===== src/rtl/rfphoenix_thread_ready_tracker_pkg.sv =====
// Shared thread-select types: thread count, thread id and per-thread issue state.
package rfPhoenixPkg;
  localparam int NTHREADS = 8;
  localparam int TIDW     = $clog2(NTHREADS);

  typedef logic [TIDW-1:0] Tid;

  typedef enum logic [1:0] {
    OFF   = 2'd0,
    RUN   = 2'd1,
    MISS  = 2'd2,
    SLEEP = 2'd3
  } ThreadState;
endpackage


===== src/rtl/rfphoenix_thread_ready_slot.sv =====
// One thread's issue-eligibility FSM and in-flight counter.
// RFPHOENIX_RDY_TIMEOUT_EN adds a stuck-count watchdog that re-arms the thread.
module rfphoenix_thread_ready_slot
  import rfPhoenixPkg::*;
#(
  parameter int MAXINFLIGHT = 1
) (
  input  logic       clk,
  input  logic       rst,
  input  logic       en,
  input  logic       sel,
  input  logic       ret,
  input  logic       miss,
  input  logic       mdone,
  input  logic       sleep,
  input  logic       wake,
  output logic       rdy,
  output logic [2:0] cnt,
  output logic       err,
  output logic       tmo
);
  localparam logic [2:0] MAXC = 3'(MAXINFLIGHT);

  ThreadState st, st_n;
  logic [2:0] cnt_n;
  logic       ok;
  logic       hit;

  assign ok  = (st == RUN) && (cnt < MAXC);
  assign rdy = ok;
  // A grant and a retire in the same cycle cancel out, so neither is judged on its own.
  assign err = (sel && !ret && !ok) || (ret && !sel && (cnt == 3'd0));

  always_comb begin
    st_n = st;
    if (!en) st_n = OFF;
    else begin
      case (st)
        OFF:     st_n = RUN;
        RUN:     if (miss) st_n = MISS; else if (sleep) st_n = SLEEP;
        MISS:    if (mdone) st_n = RUN;
        SLEEP:   if (wake) st_n = RUN;
        default: st_n = OFF;
      endcase
    end
  end

  always_comb begin
    cnt_n = cnt;
    if (sel && !ret && ok)                     cnt_n = cnt + 3'd1;
    else if (ret && !sel && (cnt != 3'd0))     cnt_n = cnt - 3'd1;
    if (!en)      cnt_n = 3'd0;
    else if (hit) cnt_n = 3'd0;
  end

  always_ff @(posedge clk or negedge rst) begin
    if (!rst) begin
      st  <= OFF;
      cnt <= 3'd0;
    end else begin
      st  <= st_n;
      cnt <= cnt_n;
    end
  end

`ifdef RFPHOENIX_RDY_TIMEOUT_EN
  logic [9:0] tmr;
  logic       tmo_q;

  assign hit = &tmr;
  assign tmo = tmo_q;

  // Timer only runs while a nonzero count sits unchanged.
  always_ff @(posedge clk or negedge rst) begin
    if (!rst) begin
      tmr   <= 10'd0;
      tmo_q <= 1'b0;
    end else begin
      tmr <= ((cnt_n != cnt) || (cnt == 3'd0)) ? 10'd0 : tmr + 10'd1;
      if (!en)      tmo_q <= 1'b0;
      else if (hit) tmo_q <= 1'b1;
    end
  end
`else
  assign hit = 1'b0;
  assign tmo = 1'b0;
`endif
endmodule


===== src/rtl/rfphoenix_thread_ready_tracker.sv =====
// Thread request-vector producer for the round-robin selector; decodes event tids
// and instantiates one slot per thread. Optional timeouts: RFPHOENIX_RDY_TIMEOUT_EN.
module rfphoenix_thread_ready_tracker
  import rfPhoenixPkg::*;
#(
  parameter int NTHREADS    = rfPhoenixPkg::NTHREADS,
  parameter int MAXINFLIGHT = 1
) (
  input  logic                  clk,
  input  logic                  rst,
  input  logic [NTHREADS-1:0]   en_i,
  input  logic                  sel_v_i,
  input  Tid                    sel_tid_i,
  input  logic                  ret_v_i,
  input  Tid                    ret_tid_i,
  input  logic                  miss_v_i,
  input  Tid                    miss_tid_i,
  input  logic                  mdone_v_i,
  input  Tid                    mdone_tid_i,
  input  logic                  sleep_v_i,
  input  Tid                    sleep_tid_i,
  input  logic [NTHREADS-1:0]   wake_i,
  output logic [NTHREADS-1:0]   rdy_o,
  output logic [NTHREADS*3-1:0] inflight_o,
  output logic                  err_o,
  output logic [NTHREADS-1:0]   tmo_o
);
  logic [NTHREADS-1:0] sel_oh, ret_oh, miss_oh, mdone_oh, sleep_oh;
  logic [NTHREADS-1:0] rdy_q, err_v;
  logic                err_q;

  for (genvar t = 0; t < NTHREADS; t++) begin : g_slot
    assign sel_oh[t]   = sel_v_i   && (sel_tid_i   == Tid'(t));
    assign ret_oh[t]   = ret_v_i   && (ret_tid_i   == Tid'(t));
    assign miss_oh[t]  = miss_v_i  && (miss_tid_i  == Tid'(t));
    assign mdone_oh[t] = mdone_v_i && (mdone_tid_i == Tid'(t));
    assign sleep_oh[t] = sleep_v_i && (sleep_tid_i == Tid'(t));

    rfphoenix_thread_ready_slot #(.MAXINFLIGHT(MAXINFLIGHT)) u_slot (
      .clk   (clk),
      .rst   (rst),
      .en    (en_i[t]),
      .sel   (sel_oh[t]),
      .ret   (ret_oh[t]),
      .miss  (miss_oh[t]),
      .mdone (mdone_oh[t]),
      .sleep (sleep_oh[t]),
      .wake  (wake_i[t]),
      .rdy   (rdy_q[t]),
      .cnt   (inflight_o[3*t +: 3]),
      .err   (err_v[t]),
      .tmo   (tmo_o[t])
    );
  end

  // Same-cycle mask keeps the selector from re-granting the thread it just picked.
  assign rdy_o = rdy_q & ~sel_oh;
  assign err_o = err_q;

  always_ff @(posedge clk or negedge rst) begin
    if (!rst)        err_q <= 1'b0;
    else if (|err_v) err_q <= 1'b1;
  end
endmodule

===== config.mk =====
export PLATFORM = sky130hd
export DESIGN_NAME = rfphoenix_thread_ready_tracker
export DESIGN_NICKNAME = d
export VERILOG_FILES = /design/src/rtl/rfphoenix_thread_ready_tracker_pkg.sv /design/src/rtl/rfphoenix_thread_ready_slot.sv /design/src/rtl/rfphoenix_thread_ready_tracker.sv
export SDC_FILE = /design/constraint.sdc
export NUM_CORES = 1
export LEC_CHECK = 0
export CELL_PAD_IN_SITES_DETAIL_PLACEMENT = 1
export CELL_PAD_IN_SITES_GLOBAL_PLACEMENT = 2
export CORE_MARGIN = 3
export CORE_UTILIZATION = 32
export CTS_CLUSTER_SIZE = 25
export DETAILED_ROUTE_END_ITERATION = 16
export PLACE_DENSITY = 0.9
export REMOVE_ABC_BUFFERS = 1
export SLEW_MARGIN = 10
export SYNTH_ARGS = -nofsm -noshare
export SYNTH_HDL_FRONTEND = slang
export SYNTH_HIERARCHICAL = 1
export SYNTH_SLANG_ARGS = --single-unit

===== constraint.sdc =====
create_clock -name clk -period 3.08 [get_ports clk]
set_input_delay 0.462 -clock clk [delete_from_list [all_inputs] [get_ports clk]]
set_output_delay 0.462 -clock clk [all_outputs]
set_load 0.02 [all_outputs]

==> metrics.md <==
| Metric | Value |
|---|---|
| Hold Crit Class | primary input to asynchronous set/reset pin |
| Post-CTS setup buffer count | 0 |
| Synth area leader | dfrtp_1 |
| Crit path max fanout | 6 |
| Synth Area in Adders | 8.52% |
| Synthesized instance count | 437 |
| DRT Pass-1 Iters | 4 |
| Outcome | finished, final reports clean |
| Tightest Pin Transition | 0.990 ns |
| Port Buffers | 70 |
| Clock Path Buffers | 2 |
| Setup crit start kind | flop |
| Core footprint | 10,500 µm² |
| Top cell type's share of synthesized area | 29.1% |
| Worst-path clk slew | 0.09 ns |
| MaxCap Viol Count | 0 |
| Root Buffer | clkbuf_8 |
| Max Transition Viols Final | 0 |
| DRC viols | 0 |
| Synth async-reset ratio | 100% |
| Final worst slack | 0.369 ns |
| FMAX | 369 MHz |
| Fraction of the mapped netlist area in simple logic gates | between 30 and 40% |
| Vias in the first global route | 3,449 |
| Sequential area share after synthesis | 29.1% |
| Clock latency on the worst-skew pair | 0.29 ns |
| Via count | 3,368 |
| Arr. time, crit path | roughly 2.3 ns |
| Syn-to-layout area delta | 25.1% |
| # rows | 37 |
| Peak supply drop | 0.000210 V |
| GPL Wtd Cong | 0.875 |
| WL/cell | 15.8 µm |
| Hold_buf cts | 0 |
| Fin crit period | 2.71 ns |
| Die width | 111 µm |
| Post-synthesis mux area share | 2.27% |
| Setup-failing EPs final | 0 |
| Remaining Overflow, GRT | 0 |
| Placed Instance Area | 4310 µm² |
| Post_cts resized | 0 |
| Max transition margin | 34.0% |
| Nets | 566 |
| YS warnings | 6 |
| Mapped Avg Cell Area | 8.06 µm² |
| Critical path class | flop to output pin |
| Ports | 79 |
| Power Density | 453 nW/µm² |
| Initial antenna violation count | 0 |
| Final clock skew | 0.00565 ns |
| First-pass GRT wire length | 16,900 µm |
| Worst Path Required | 2.62 ns |
| Hold Fails Final Rpt | 0 |
| Top_reg_cell synth | dfrtp_1 |
| Die area | 12,300 µm² |
| RSZ-0062 raised after global routing | no |
| Num CTS Buffers | 5 |
| Starting Density | between 30% and 40% |
| Antenna cell count | 0 |
| H-tree levels | 2 |
| Clock sinks | 41 |
| Fill cell count | 1,287 |
| P_leak | 1.80 nW |
| Post-detail-place hpwl | 8280 µm |
| Period utilisation layout | 88.0% |
| Yosys cell types | 40 |
| EDFF count, synth | 0 |
| Die Y-Extent | ~110 µm |
| CP endpoint kind | output pin |
| XOR/XNOR Fraction of Synth Area | 1.74% |
| Final wirelength | 10,200 µm |
| ANT nets after route | 0 |
| Largest net degree at the start of global routing | 42 |
| Setup TNS | 0 ns |
| Largest family of logic cells by synthesized area | simple AND/OR/NAND/NOR gates |
| Netlist Area Pre-Place | roughly 3500 µm² |
| Yosys reg bits | between 40 and 50 |
| Vias per cell | between 5 and 6 |
| Place WS | 0.372 ns |
| Layout cells sized above 1 | 7.13% |
| Global Route Usage Sum | 16.5% |
| Synth Area in Compound Gates | 18.3% |
| DR iter-0 viols | 130 |
| Synth area leaders | dfrtp_1 29%, ha_1 8.5%, nor2_1 6.8% |
| Post-route cell area | 4410 µm² |
| CTS tree | done |
-- report_power, final --
part	leakage [nW]	internal [W]	switching [W]
clock	0.0542	0.000203	0.000197
combinational	1.22	0.000404	0.000435
sequential	0.523	0.000613	0.000144
total	1.80	0.00122	0.000776
-- area by class of cell --
class | count | area (µm²) | share of cell area [%]
multi-input combinational | 359 | 2310 | 52.5
sequential | 41 | 1030 | 23.3
timing repair buffer | 70 | 696 | 15.8
tap | 136 | 170 | 3.86
inverter | 27 | 101 | 2.30
clock buffer | 7 | 96.3 | 2.19
clock inverter | 1 | 5.00 | 0.114
-- worst max-delay path, cell delays in order, from the launching register on --
cell and delay (ns):
dfrtp_1 0.44, or4b_4 0.56, nor2_1 0.19, o31a_1 0.17, clkdlybuf4s50_1 0.59
-- cells by family (layout without fill, tap and decap cells) --
| group | count (synthesis) | count (layout) |
|---|---|---|
| compound gates | 100 | 100 |
| xor+xnor | 7 | 7 |
| flops | 41 | 41 |
| other cells | 8 | 8 |
| mux | 8 | 8 |
| fa+ha+maj | 24 | 24 |
| simple gates | 212 | 212 |
| buf+inv | 37 | 105 |
-- through the flow --
step                power (W)  std cells  hold WS, ns  util, %
floorplan             0.00124        427        0.166        -
global placement      0.00159        633        0.493     41.0
detailed placement    0.00161        633        0.502     41.0
CTS                   0.00203        641        0.372     41.9
global route          0.00215        641        0.417     41.9
finish                0.00200        641        0.316     41.9
-- flip-flops by register name (all words and copies together), names as in the netlist --
name and cells:
err_o 1, g_slot.u_slot/st 16, g_slot.u_slot/cnt 24
-- synth_stat cells, types with 9 or more instances --
cell type	n
a21oi_1	15
dfrtp_1	41
ha_1	24
inv_1	25
nand2_1	41
nand2b_1	29
nor2_1	64
nor2b_1	10
nor3_1	13
o21a_1	10
o21ai_0	9
o21ai_1	21
-- final timing paths --
check | cells past startpoint | start | endpoint | slack, ns
min in group clk | 2 | err_o | err_o | 0.52
max in group asynchronous | 1 | rst | g_slot[6].u_slot/cnt[0] | 2.14
setup reg to reg | 5 | g_slot[5].u_slot/st[1] | err_o | 1.28
hold reg to reg | 2 | err_o | err_o | 0.52
setup / recovery | 4 | g_slot[5].u_slot/st[1] | rdy_o[5] | 0.37
hold / removal | 1 | rst | g_slot[1].u_slot/cnt[2] | 0.32
-- metal layers --
layer / GRT usage (%) / part of all wire [%] / up-vias
li1: - / - / 1660
met1: 22.1 / 47 / 1644
met2: 28.2 / 48 / 57
met3: 3.11 / 3.7 / 7
met4: 2.46 / 0.67 / 0
met5: 0 / 0 / -
-- placed cells by master (no fill, tap or decap), types with 4 or more instances in the layout --
cell	count
nor4b_1	7
nor3b_1	8
nand2_1	41
ha_1	24
o31ai_1	8
xnor2_1	7
nor2b_1	10
o32ai_1	8
o21ai_0	9
and3_1	7
nor2_1	64
conb_1	8
o21ai_1	21
nor3_2	7
clkbuf_8	7
clkdlybuf4s50_1	69
o21a_1	10
dfrtp_1	41
a31oi_1	8
a221oi_1	8
a21oi_1	15
or4b_4	7
nand2b_1	29
mux2i_1	8
and2b_2	7
nor3_1	13
o31a_1	4
inv_1	25
o22ai_1	8
(Power assumes the default switching activity.)
